## src/rtl/alu_regfile_mc.sv

```systemverilog
// Multi-cycle ALU with an integrated register file. Operations use a start/busy/done handshake.
// Multiply (shift-add) and divide (restoring) iterate one bit per cycle.
module alu_regfile_mc #(
  parameter int unsigned WIDTH = 8,
  parameter int unsigned NREGS = 4,
  localparam int unsigned AW = $clog2(NREGS)
) (
  input  logic             clk,
  input  logic             reset,
  input  logic             start,
  input  logic [2:0]       op,
  input  logic [AW-1:0]    rs_a,
  input  logic [AW-1:0]    rs_b,
  input  logic [AW-1:0]    rd,
  input  logic             wr_en,
  input  logic [WIDTH-1:0] imm,
  output logic             busy,
  output logic             done,
  output logic [WIDTH-1:0] result,
  output logic             carry,
  output logic             zero,
  output logic             err,
  input  logic [AW-1:0]    dbg_addr,
  output logic [WIDTH-1:0] dbg_data
);

  localparam int unsigned CW = $clog2(WIDTH);

  localparam logic [2:0] OpAdd = 3'b000;
  localparam logic [2:0] OpSub = 3'b001;
  localparam logic [2:0] OpAnd = 3'b010;
  localparam logic [2:0] OpOr  = 3'b011;
  localparam logic [2:0] OpXor = 3'b100;
  localparam logic [2:0] OpMul = 3'b101;
  localparam logic [2:0] OpDiv = 3'b110;
  localparam logic [2:0] OpLdi = 3'b111;

  typedef enum logic [1:0] {StIdle, StExec, StIter, StWb} state_e;

  state_e           state_q;
  logic             busy_q, done_q;
  logic [WIDTH-1:0] result_q;
  logic             carry_q, zero_q, err_q;
  logic [2:0]       op_q;
  logic [AW-1:0]    rd_q;
  logic             wr_en_q;
  logic [WIDTH-1:0] imm_q;
  logic [WIDTH-1:0] a_q, b_q;
  logic [WIDTH-1:0] hi_q, lo_q;
  logic [CW-1:0]    cnt_q;
  logic [WIDTH-1:0] regs [NREGS];

  assign busy     = busy_q;
  assign done     = done_q;
  assign result   = result_q;
  assign carry    = carry_q;
  assign zero     = zero_q;
  assign err      = err_q;
  assign dbg_data = regs[dbg_addr];

  // Single-cycle operations
  logic [WIDTH:0]   sum_ext, diff_ext;
  logic [WIDTH-1:0] exec_res;
  logic             exec_carry;

  always_comb begin
    sum_ext    = {1'b0, a_q} + {1'b0, b_q};
    diff_ext   = {1'b0, a_q} - {1'b0, b_q};
    exec_res   = '0;
    exec_carry = 1'b0;
    case (op_q)
      OpAdd: begin
        exec_res   = sum_ext[WIDTH-1:0];
        exec_carry = sum_ext[WIDTH];
      end
      OpSub: begin
        exec_res   = diff_ext[WIDTH-1:0];
        exec_carry = diff_ext[WIDTH];
      end
      OpAnd:   exec_res = a_q & b_q;
      OpOr:    exec_res = a_q | b_q;
      OpXor:   exec_res = a_q ^ b_q;
      OpLdi:   exec_res = imm_q;
      default: exec_res = '0;
    endcase
  end

  // One iteration step. MUL: {hi,lo} is partial product with multiplier shifting out of lo.
  // DIV: hi is the partial remainder, lo shifts dividend bits out and quotient bits in.
  logic [WIDTH:0]   mul_sum, div_shift, div_diff;
  logic             div_ok;
  logic [WIDTH-1:0] iter_hi, iter_lo;

  always_comb begin
    mul_sum   = {1'b0, hi_q} + (lo_q[0] ? {1'b0, a_q} : '0);
    div_shift = {hi_q, lo_q[WIDTH-1]};
    div_diff  = div_shift - {1'b0, b_q};
    div_ok    = ~div_diff[WIDTH];
    if (op_q == OpMul) begin
      iter_hi = mul_sum[WIDTH:1];
      iter_lo = {mul_sum[0], lo_q[WIDTH-1:1]};
    end else begin
      iter_hi = div_ok ? div_diff[WIDTH-1:0] : div_shift[WIDTH-1:0];
      iter_lo = {lo_q[WIDTH-2:0], div_ok};
    end
  end

  always_ff @(posedge clk or posedge reset) begin
    if (reset) begin
      state_q  <= StIdle;
      busy_q   <= 1'b0;
      done_q   <= 1'b0;
      result_q <= '0;
      carry_q  <= 1'b0;
      zero_q   <= 1'b0;
      err_q    <= 1'b0;
      op_q     <= OpAdd;
      rd_q     <= '0;
      wr_en_q  <= 1'b0;
      imm_q    <= '0;
      a_q      <= '0;
      b_q      <= '0;
      hi_q     <= '0;
      lo_q     <= '0;
      cnt_q    <= '0;
    end else begin
      done_q <= 1'b0;
      case (state_q)
        StIdle: begin
          if (start) begin
            op_q    <= op;
            rd_q    <= rd;
            wr_en_q <= wr_en;
            imm_q   <= imm;
            a_q     <= regs[rs_a];
            b_q     <= regs[rs_b];
            busy_q  <= 1'b1;
            if (op == OpMul) begin
              hi_q    <= '0;
              lo_q    <= regs[rs_b];
              cnt_q   <= CW'(WIDTH - 1);
              state_q <= StIter;
            end else if (op == OpDiv && regs[rs_b] == '0) begin
              // Divide by zero skips straight to write-back with the error set
              result_q <= '1;
              carry_q  <= 1'b0;
              zero_q   <= 1'b0;
              err_q    <= 1'b1;
              done_q   <= 1'b1;
              state_q  <= StWb;
            end else if (op == OpDiv) begin
              hi_q    <= '0;
              lo_q    <= regs[rs_a];
              cnt_q   <= CW'(WIDTH - 1);
              state_q <= StIter;
            end else begin
              state_q <= StExec;
            end
          end
        end
        StExec: begin
          result_q <= exec_res;
          carry_q  <= exec_carry;
          zero_q   <= (exec_res == '0);
          err_q    <= 1'b0;
          done_q   <= 1'b1;
          state_q  <= StWb;
        end
        StIter: begin
          hi_q <= iter_hi;
          lo_q <= iter_lo;
          if (cnt_q == '0) begin
            result_q <= iter_lo;
            carry_q  <= (op_q == OpMul) && (iter_hi != '0);
            zero_q   <= (iter_lo == '0);
            err_q    <= 1'b0;
            done_q   <= 1'b1;
            state_q  <= StWb;
          end else begin
            cnt_q <= cnt_q - 1'b1;
          end
        end
        StWb: begin
          busy_q  <= 1'b0;
          state_q <= StIdle;
        end
        default: state_q <= StIdle;
      endcase
    end
  end

  // Write-back lands on the WB->IDLE edge
  always_ff @(posedge clk or posedge reset) begin
    if (reset) begin
      for (int i = 0; i < int'(NREGS); i++) regs[i] <= '0;
    end else if (state_q == StWb && wr_en_q && !err_q) begin
      regs[rd_q] <= result_q;
    end
  end

endmodule
```

## config.mk

```make
export PLATFORM = sky130hd
export DESIGN_NAME = alu_regfile_mc
export DESIGN_NICKNAME = d
export VERILOG_FILES = /design/src/rtl/alu_regfile_mc.sv
export SDC_FILE = /design/constraint.sdc
export NUM_CORES = 1
export LEC_CHECK = 0
export CAP_MARGIN = 10
export CORE_ASPECT_RATIO = 1.5
export CORE_MARGIN = 10
export CORE_UTILIZATION = 40
export CTS_CLUSTER_DIAMETER = 60
export DETAILED_ROUTE_END_ITERATION = 7
export SLEW_MARGIN = 20
export SYNTH_ARGS = -nofsm -noshare
export SYNTH_HDL_FRONTEND = slang
export SYNTH_SLANG_ARGS = --single-unit
```

## constraint.sdc

```tcl
create_clock -name clk -period 8.1 [get_ports clk]
set_clock_uncertainty 0.05 [all_clocks]
set_input_delay 1.62 -clock clk [delete_from_list [all_inputs] [get_ports clk]]
set_output_delay 1.62 -clock clk [all_outputs]
set_load 0.02 [all_outputs]
```

==> impl_metrics.py, run 1 <==
metrics = {
    "placed_design": {
        "dp_worst_setup_slack_ns": 2.76,
        "dpl.hpwl_mm": 14.5,
        "io_buffers": 43,
        "gp_congestion": 0.881,
    },
    "worst_setup_path": {
        "cp-start-kind": "primary input",
        "crit_required_ns": 6.43,
        "crit_chain": "clkdlybuf4s50_1 > mux4_2 > clkdlybuf4s50_1",
        "crit_path_end": "dbg_data[7]",
        "crit_top_cell": "clkdlybuf4s50_1",
        "r2r_end": "carry",
        "path_class": "primary input to output port",
        "rr_worst_depth": 11,
        "cpMaxStageDelayCell": "clkdlybuf4s50_1",
        "ff2ff_setup_slack_ns": 4.46,
        "rr_startpoint": "b_q[1]",
        "startpoint": "dbg_addr[0]",
        "endpoint_kind": "output port",
        "arrival_ns": 3.62,
        "slowest_delay_ns": 0.83,
        "path_max_fanout": 8,
    },
    "logic_synthesis": {
        "synthesis.nets": 745,
        "synth_seq_area_share": 0.356,
        "ys_ff_latch": 96,
        "synthCells": 670,
        "async_reset_ff_frac": 1.00,
        "yosysTopAreaCell": "dfrtp_1",
        "yosysMostFrequentCell": "dfrtp_1",
        "synth_top_cell_area_share": 0.356,
        "ys_top_cells_by_count": "dfrtp_1 (96), nand2_1 (73), mux2_2 (70), ha_1 (48), inv_1 (44)",
        "synth_area_um2": 6740,
        "synth_cell_types": 60,
        "synth_edf_count": 0,
        "synthFlopType": "dfrtp_1",
        "ys_warn_count": 0,
        "synthTopCellsByArea": "dfrtp_1 (36%), mux2_2 (12%), ha_1 (8.9%), mux4_2 (8.0%), nand2_1 (4.1%)",
        "syn_area_per_cell_um2": 10.1,
    },
    "floorplan": {
        "start_util": 0.404,
        "core_area_um2": 16700,
        "fp.dieW_um": 126,
        "num_rows": 58,
        "dieArea_um2": 22600,
        "io_pins": 44,
        "die_h_um": 179,
    },
    "power_and_ir_drop": {
        "power_w": 0.00331,
        "p_int_w": 0.00176,
        "pwr-share-clk": 0.128,
        "p_sw_frac": 0.468,
        "p_per_area_nw_per_um2": 435,
        "leakagePower_nw": 3.36,
        "p_seq_frac": 0.289,
        "combPwrFrac": 0.584,
        "peakVddDrop_v": 0.000208,
        "switching_power_w": 0.00155,
    },
    "grt": {
        "grtUsageTotal": 0.165,
        "grt_overflow_total": 0,
        "grt_start_max_net_pins": 79,
        "grt_pass1_vias": 5593,
        "grt_pass1_wl_mm": 30.0,
        "antenna_found_initial": 0,
    },
    "sta": {
        "timing.hold.ws_ns": 0.431,
        "slew_viol_final": 0,
        "max_slew_margin": 0.304,
        "fmax_mhz": 189,
        "period_needed_ns": 5.29,
        "layout_setup_ws_ns": 2.81,
        "rsz0062_at_grt": "false",
        "hold_viol_final": 0,
        "worst_pin_slew_ns": 1.04,
        "period_share": 0.654,
        "fin_tns_setup_ns": 0,
        "finalSetupViolations": 0,
    },
    "final_layout": {
        "area_growth_pct": 12.9,
        "drive_gt1_frac": 0.180,
        "post-route-util": 0.456,
        "diodes": 0,
        "fin_nets": 770,
    },
    "clocking": {
        "cts-buffers-inserted": 9,
        "cts_resized": 0,
        "post-cts-setup-buffers": 0,
        "root_buffer": "clkbuf_16",
        "clk_path_buf_depth": 2,
        "clk_pin_slew_ns": 0.07,
        "cts.htree.levels": 3,
        "clock_latency_ns": 0.35,
        "cts.sink_count": 96,
        "cts-hold-fix-buffers": 0,
        "cts_tree": "yes",
    },
    "drt": {
        "drt_iter0_drc": 418,
        "num_vias": 5230,
        "routed_wl_mm": 18.7,
        "via_per_inst": 5.75,
        "avgRoutedWirePerCell_um": 20.6,
        "drc": 0,
        "dr.pass1.iters": 4,
        "ant_nets": 0,
    },
    "run": {
        "maxCapViolations": 0,
    },
    "hold_path": {
        "hold_path.class": "flop to flop",
    },
    "status": {
        "status": "completed",
    },
}
==> layout make-up <==
type | instances | area (um2)
Clock buffer | 9 | 225
Clock inverter | 7 | 67.6
Fill cell | 1585 | 9080
Inverter | 45 | 171
Multi-Input combinational cell | 494 | 4010
Sequential cell | 96 | 2400
Tap cell | 210 | 263
Timing Repair Buffer | 49 | 475
==> power by group through the flow <==
stage / registers [W] / clock network [W] / logic (W)
floorplan: 0.000868 / 0 / 0.00146
global placement: 0.000947 / 0 / 0.00189
detailed placement: 0.000960 / 0 / 0.00193
CTS: 0.000954 / 0.000430 / 0.00194
global route: 0.000988 / 0.000448 / 0.00214
finish: 0.000957 / 0.000423 / 0.00193
==> cell families (layout without fill, tap and decap cells) <==
logic type | count (synthesis) | count (layout) | share of synthesized area
AOI/OAI and AO/OA | 145 | 145 | 0.140
xor gates and xnor gates | 12 | 12 | 0.0156
adders and majority gates | 52 | 52 | 0.101
buffers and inverters | 80 | 110 | 0.0495
DFF | 96 | 96 | 0.356
muxes | 109 | 109 | 0.220
and+or+nand+nor | 176 | 176 | 0.118
==> per-stage QoR <==
stage / cells / area (um2)
2_1_floorplan: 670 / 6740
3_3_place_gp: 894 / 7320
3_5_place_dp: 894 / 7320
4_1_cts: 910 / 7610
5_1_grt: 910 / 7610
6_report: 910 / 7610
==> worst max-delay path: cells and delay by family <==
| family | cells | cell delay (ns) |
|---|---|---|
| buffers and inverters | 2 | 1.39 |
| multiplexers | 1 | 0.60 |
==> state kept, by name (all words and copies together), names as in the netlist, 2 cells and up <==
name     count
regs        32
a_q          8
b_q          8
hi_q         8
imm_q        8
lo_q         8
result       8
cnt_q        3
op_q         3
rd_q         2
state_q      2
==> how the worst min path moves through the flow <==
| stage | from | endpoint | slack (ns) | depth (start not counted) |
|---|---|---|---|---|
| 6_report | busy | busy | 0.43 | 2 |
| 2_1_floorplan | cnt_q[0] | cnt_q[0] | 0.40 | 1 |
| 4_1_cts | cnt_q[0] | cnt_q[0] | 0.43 | 1 |
| 3_3_place_gp | cnt_q[0] | cnt_q[0] | 0.42 | 1 |
| 3_5_place_dp | busy | busy | 0.42 | 2 |
| 5_1_grt | wr_en_q | wr_en_q | 0.48 | 1 |
==> per-layer routing <==
layer / vias to the layer above / share of wire / global-route usage
li1: 2459 / - / -
met1: 2617 / 0.38 / 0.172
met2: 114 / 0.55 / 0.314
met3: 40 / 0.030 / 0.0237
met4: 0 / 0.040 / 0.0852
met5: - / 0 / 0
==> cells in the final DEF, fill, tap and decap left out, types with 5 or more instances in the layout <==
cell type / count
dfrtp_1: 96
nand2_1: 73
mux2_2: 70
ha_1: 48
inv_1: 43
clkdlybuf4s50_1: 43
nor2_1: 42
o21ai_0: 38
a21oi_1: 37
mux4_2: 24
nand3_1: 15
mux2i_1: 14
a31oi_1: 11
o21a_1: 9
xnor2_1: 9
clkbuf_16: 9
nor3_1: 8
and2_1: 7
nand2b_1: 6
a21o_1: 6
a41oi_1: 6
o211ai_1: 6
buf_4: 6
nor2b_1: 5
(Power assumes the default switching activity.)
==> run 2: changes to the inputs <==
==> constraint.sdc (replaced) <==
create_clock -name clk -period 4.7 [get_ports clk]
set_clock_uncertainty 0.05 [all_clocks]
set_input_delay 0.94 -clock clk [delete_from_list [all_inputs] [get_ports clk]]
set_output_delay 0.94 -clock clk [all_outputs]
set_load 0.02 [all_outputs]
==> impl_metrics.py, run 2 (same netlist as run 1, synthesis figures left out) <==
metrics = {
    "worst_setup_path": {
        "rr_worst_depth": 11,
        "crit_chain": "clkdlybuf4s50_1 > mux4_2 > clkdlybuf4s50_1",
        "cpMaxStageDelayCell": "clkdlybuf4s50_1",
        "rr_startpoint": "b_q[1]",
        "crit_family": "buffers and inverters",
        "path_class": "primary input to output port",
        "crit_required_ns": 3.71,
        "slowest_delay_ns": 0.82,
        "ff2ff_setup_slack_ns": 0.99,
        "path_max_fanout": 8,
        "endpoint_kind": "output port",
        "arrival_ns": 2.93,
        "crit_top_cell": "clkdlybuf4s50_1",
        "r2r_end": "carry",
        "worst-path-buf-inv": 2,
        "cp-start-kind": "primary input",
    },
    "grt": {
        "grt_pass1_vias": 5640,
        "globalRouteMet1Util": 0.175,
        "grt_start_max_net_pins": 44,
        "grtUsageMet3": 0.0284,
        "grtUsageTotal": 0.174,
        "grt_most_used_layer": "met2",
        "antenna_found_initial": 0,
        "grt_pass1_wl_mm": 30.9,
        "grt_overflow_total": 0,
        "use_met2": 0.326,
    },
    "run": {
        "maxCapViolations": 0,
    },
    "floorplan": {
        "fp.dieW_um": 126,
        "core_area_um2": 16700,
        "dieArea_um2": 22600,
        "io_pins": 44,
        "start_util": 0.404,
        "num_rows": 58,
        "die_h_um": 179,
    },
    "final_layout": {
        "final_cell_mix": "dfrtp_1 (96), nand2_1 (73), mux2_2 (70)",
        "drive_gt1_frac": 0.185,
        "seq_area_um2": 2400,
        "post-route-util": 0.459,
        "final_common_cell": "dfrtp_1",
        "top_register": "regs",
        "area_growth_pct": 13.6,
        "largest_register_ffs": 32,
        "multi_input_area_um2": 4010,
        "fill_cells": 1613,
        "fin_nets": 774,
        "diodes": 0,
        "final_cells": 914,
    },
    "clocking": {
        "clk_pin_slew_ns": 0.07,
        "clock_latency_ns": 0.35,
        "cts.htree.levels": 3,
        "cts-hold-fix-buffers": 0,
        "cts_resized": 0,
        "cts_tree": "yes",
        "post-cts-setup-buffers": 0,
        "cts-buffers-inserted": 9,
        "clk_path_buf_depth": 2,
        "cts.sink_count": 96,
        "root_buffer": "clkbuf_16",
    },
    "drt": {
        "routed_wl_mm": 19.5,
        "dr.pass1.iters": 5,
        "drt_iter0_drc": 338,
        "drc": 0,
        "ant_nets": 0,
        "avgRoutedWirePerCell_um": 21.3,
        "via_per_inst": 5.86,
        "num_vias": 5352,
    },
    "status": {
        "status": "completed",
    },
    "power_and_ir_drop": {
        "leakagePower_nw": 3.38,
        "p_seq_frac": 0.282,
        "combPwrFrac": 0.583,
        "p_int_w": 0.00311,
        "switching_power_w": 0.00275,
        "pwr-share-clk": 0.135,
        "p_per_area_nw_per_um2": 765,
        "peakVddDrop_v": 0.000364,
        "p_sw_frac": 0.469,
    },
    "sta": {
        "fin_tns_setup_ns": 0,
        "finalSetupViolations": 0,
        "max_slew_margin": 0.418,
        "rsz0062_at_grt": "false",
        "fmax_mhz": 255,
        "period_share": 0.833,
        "slew_viol_final": 0,
        "hold_viol_final": 0,
        "period_needed_ns": 3.92,
        "worst_pin_slew_ns": 0.870,
    },
    "placed_design": {
        "io_buffers": 43,
        "dpl.hpwl_mm": 15.2,
        "place_inst": 898,
        "gp_congestion": 0.970,
    },
    "hold_path": {
        "hold-path-cell-count": 2,
        "min_to": "busy",
        "hold_path_startpoint": "busy",
        "hold_path.class": "flop to flop",
    },
}
## run 2: changes by cell type in the layout (fill, tap and decap cells not counted), sizes merged
| cell | change |
|---|---|
| inv | +3 |
| buf | +4 |
| clkinv | -5 |
| clkinvlp | +1 |
| bufinv | +1 |
## run 2: final cells by class
cell class	instances	area share
clock buffer	9	0.0294
clock inverter	7	0.0109
inverter	45	0.0224
multi-input combinational	494	0.523
sequential	96	0.314
tap	210	0.0343
timing repair buffer	53	0.0660
## run 2: through the flow
| stage | setup WS (ns) | instance area, um2 | hold slack, ns | total power, W |
|---|---|---|---|---|
| finish | 0.783 | 7660 | 0.446 | 0.00586 |
| global route | 0.558 | 7660 | 0.470 | 0.00629 |
| CTS | 0.748 | 7660 | 0.450 | 0.00586 |
| detailed placement | 0.463 | 7350 | 0.435 | 0.00505 |
| global placement | 0.532 | 7350 | 0.418 | 0.00496 |
| floorplan | 1.20 | 6740 | 0.399 | 0.00401 |
## run 2: worst max path at each step
stage | startpoint | end | slack (ns) | cells past startpoint
2_1_floorplan | reset | a_q[0] | 1.20 | 1
3_3_place_gp | rs_b[0] | zero | 0.53 | 9
3_5_place_dp | rs_b[0] | zero | 0.46 | 9
4_1_cts | dbg_addr[0] | dbg_data[7] | 0.75 | 3
5_1_grt | rs_b[0] | zero | 0.56 | 9
6_report | dbg_addr[0] | dbg_data[7] | 0.78 | 3
## run 2: routing by layer
metal | wire length [um] | vias to the layer above
met5 | 0 | -
met4 | 1060 | 0
met3 | 648 | 57
met2 | 10600 | 160
met1 | 7120 | 2665
li1 | - | 2470
## run 2: worst reg2reg max path, cell delays in order (launching register included)
cell and delay (ns):
dfrtp_1 0.52, inv_1 0.20, fa_1 0.49, a21o_1 0.19, a41oi_1 0.24, a31oi_1 0.19, xnor2_1 0.58, o32a_1 0.23
nand3_1 0.12, nor4_1 0.38, a31oi_1 0.17, or2_1 0.23
## run 2: power groups by stage
stage               clock, W  combinational, W  sequential [W]
floorplan                  0           0.00251         0.00150
global placement           0           0.00332         0.00164
global route        0.000839           0.00375         0.00170
detailed placement         0           0.00339         0.00166
CTS                 0.000808           0.00341         0.00164
finish              0.000794           0.00342         0.00165
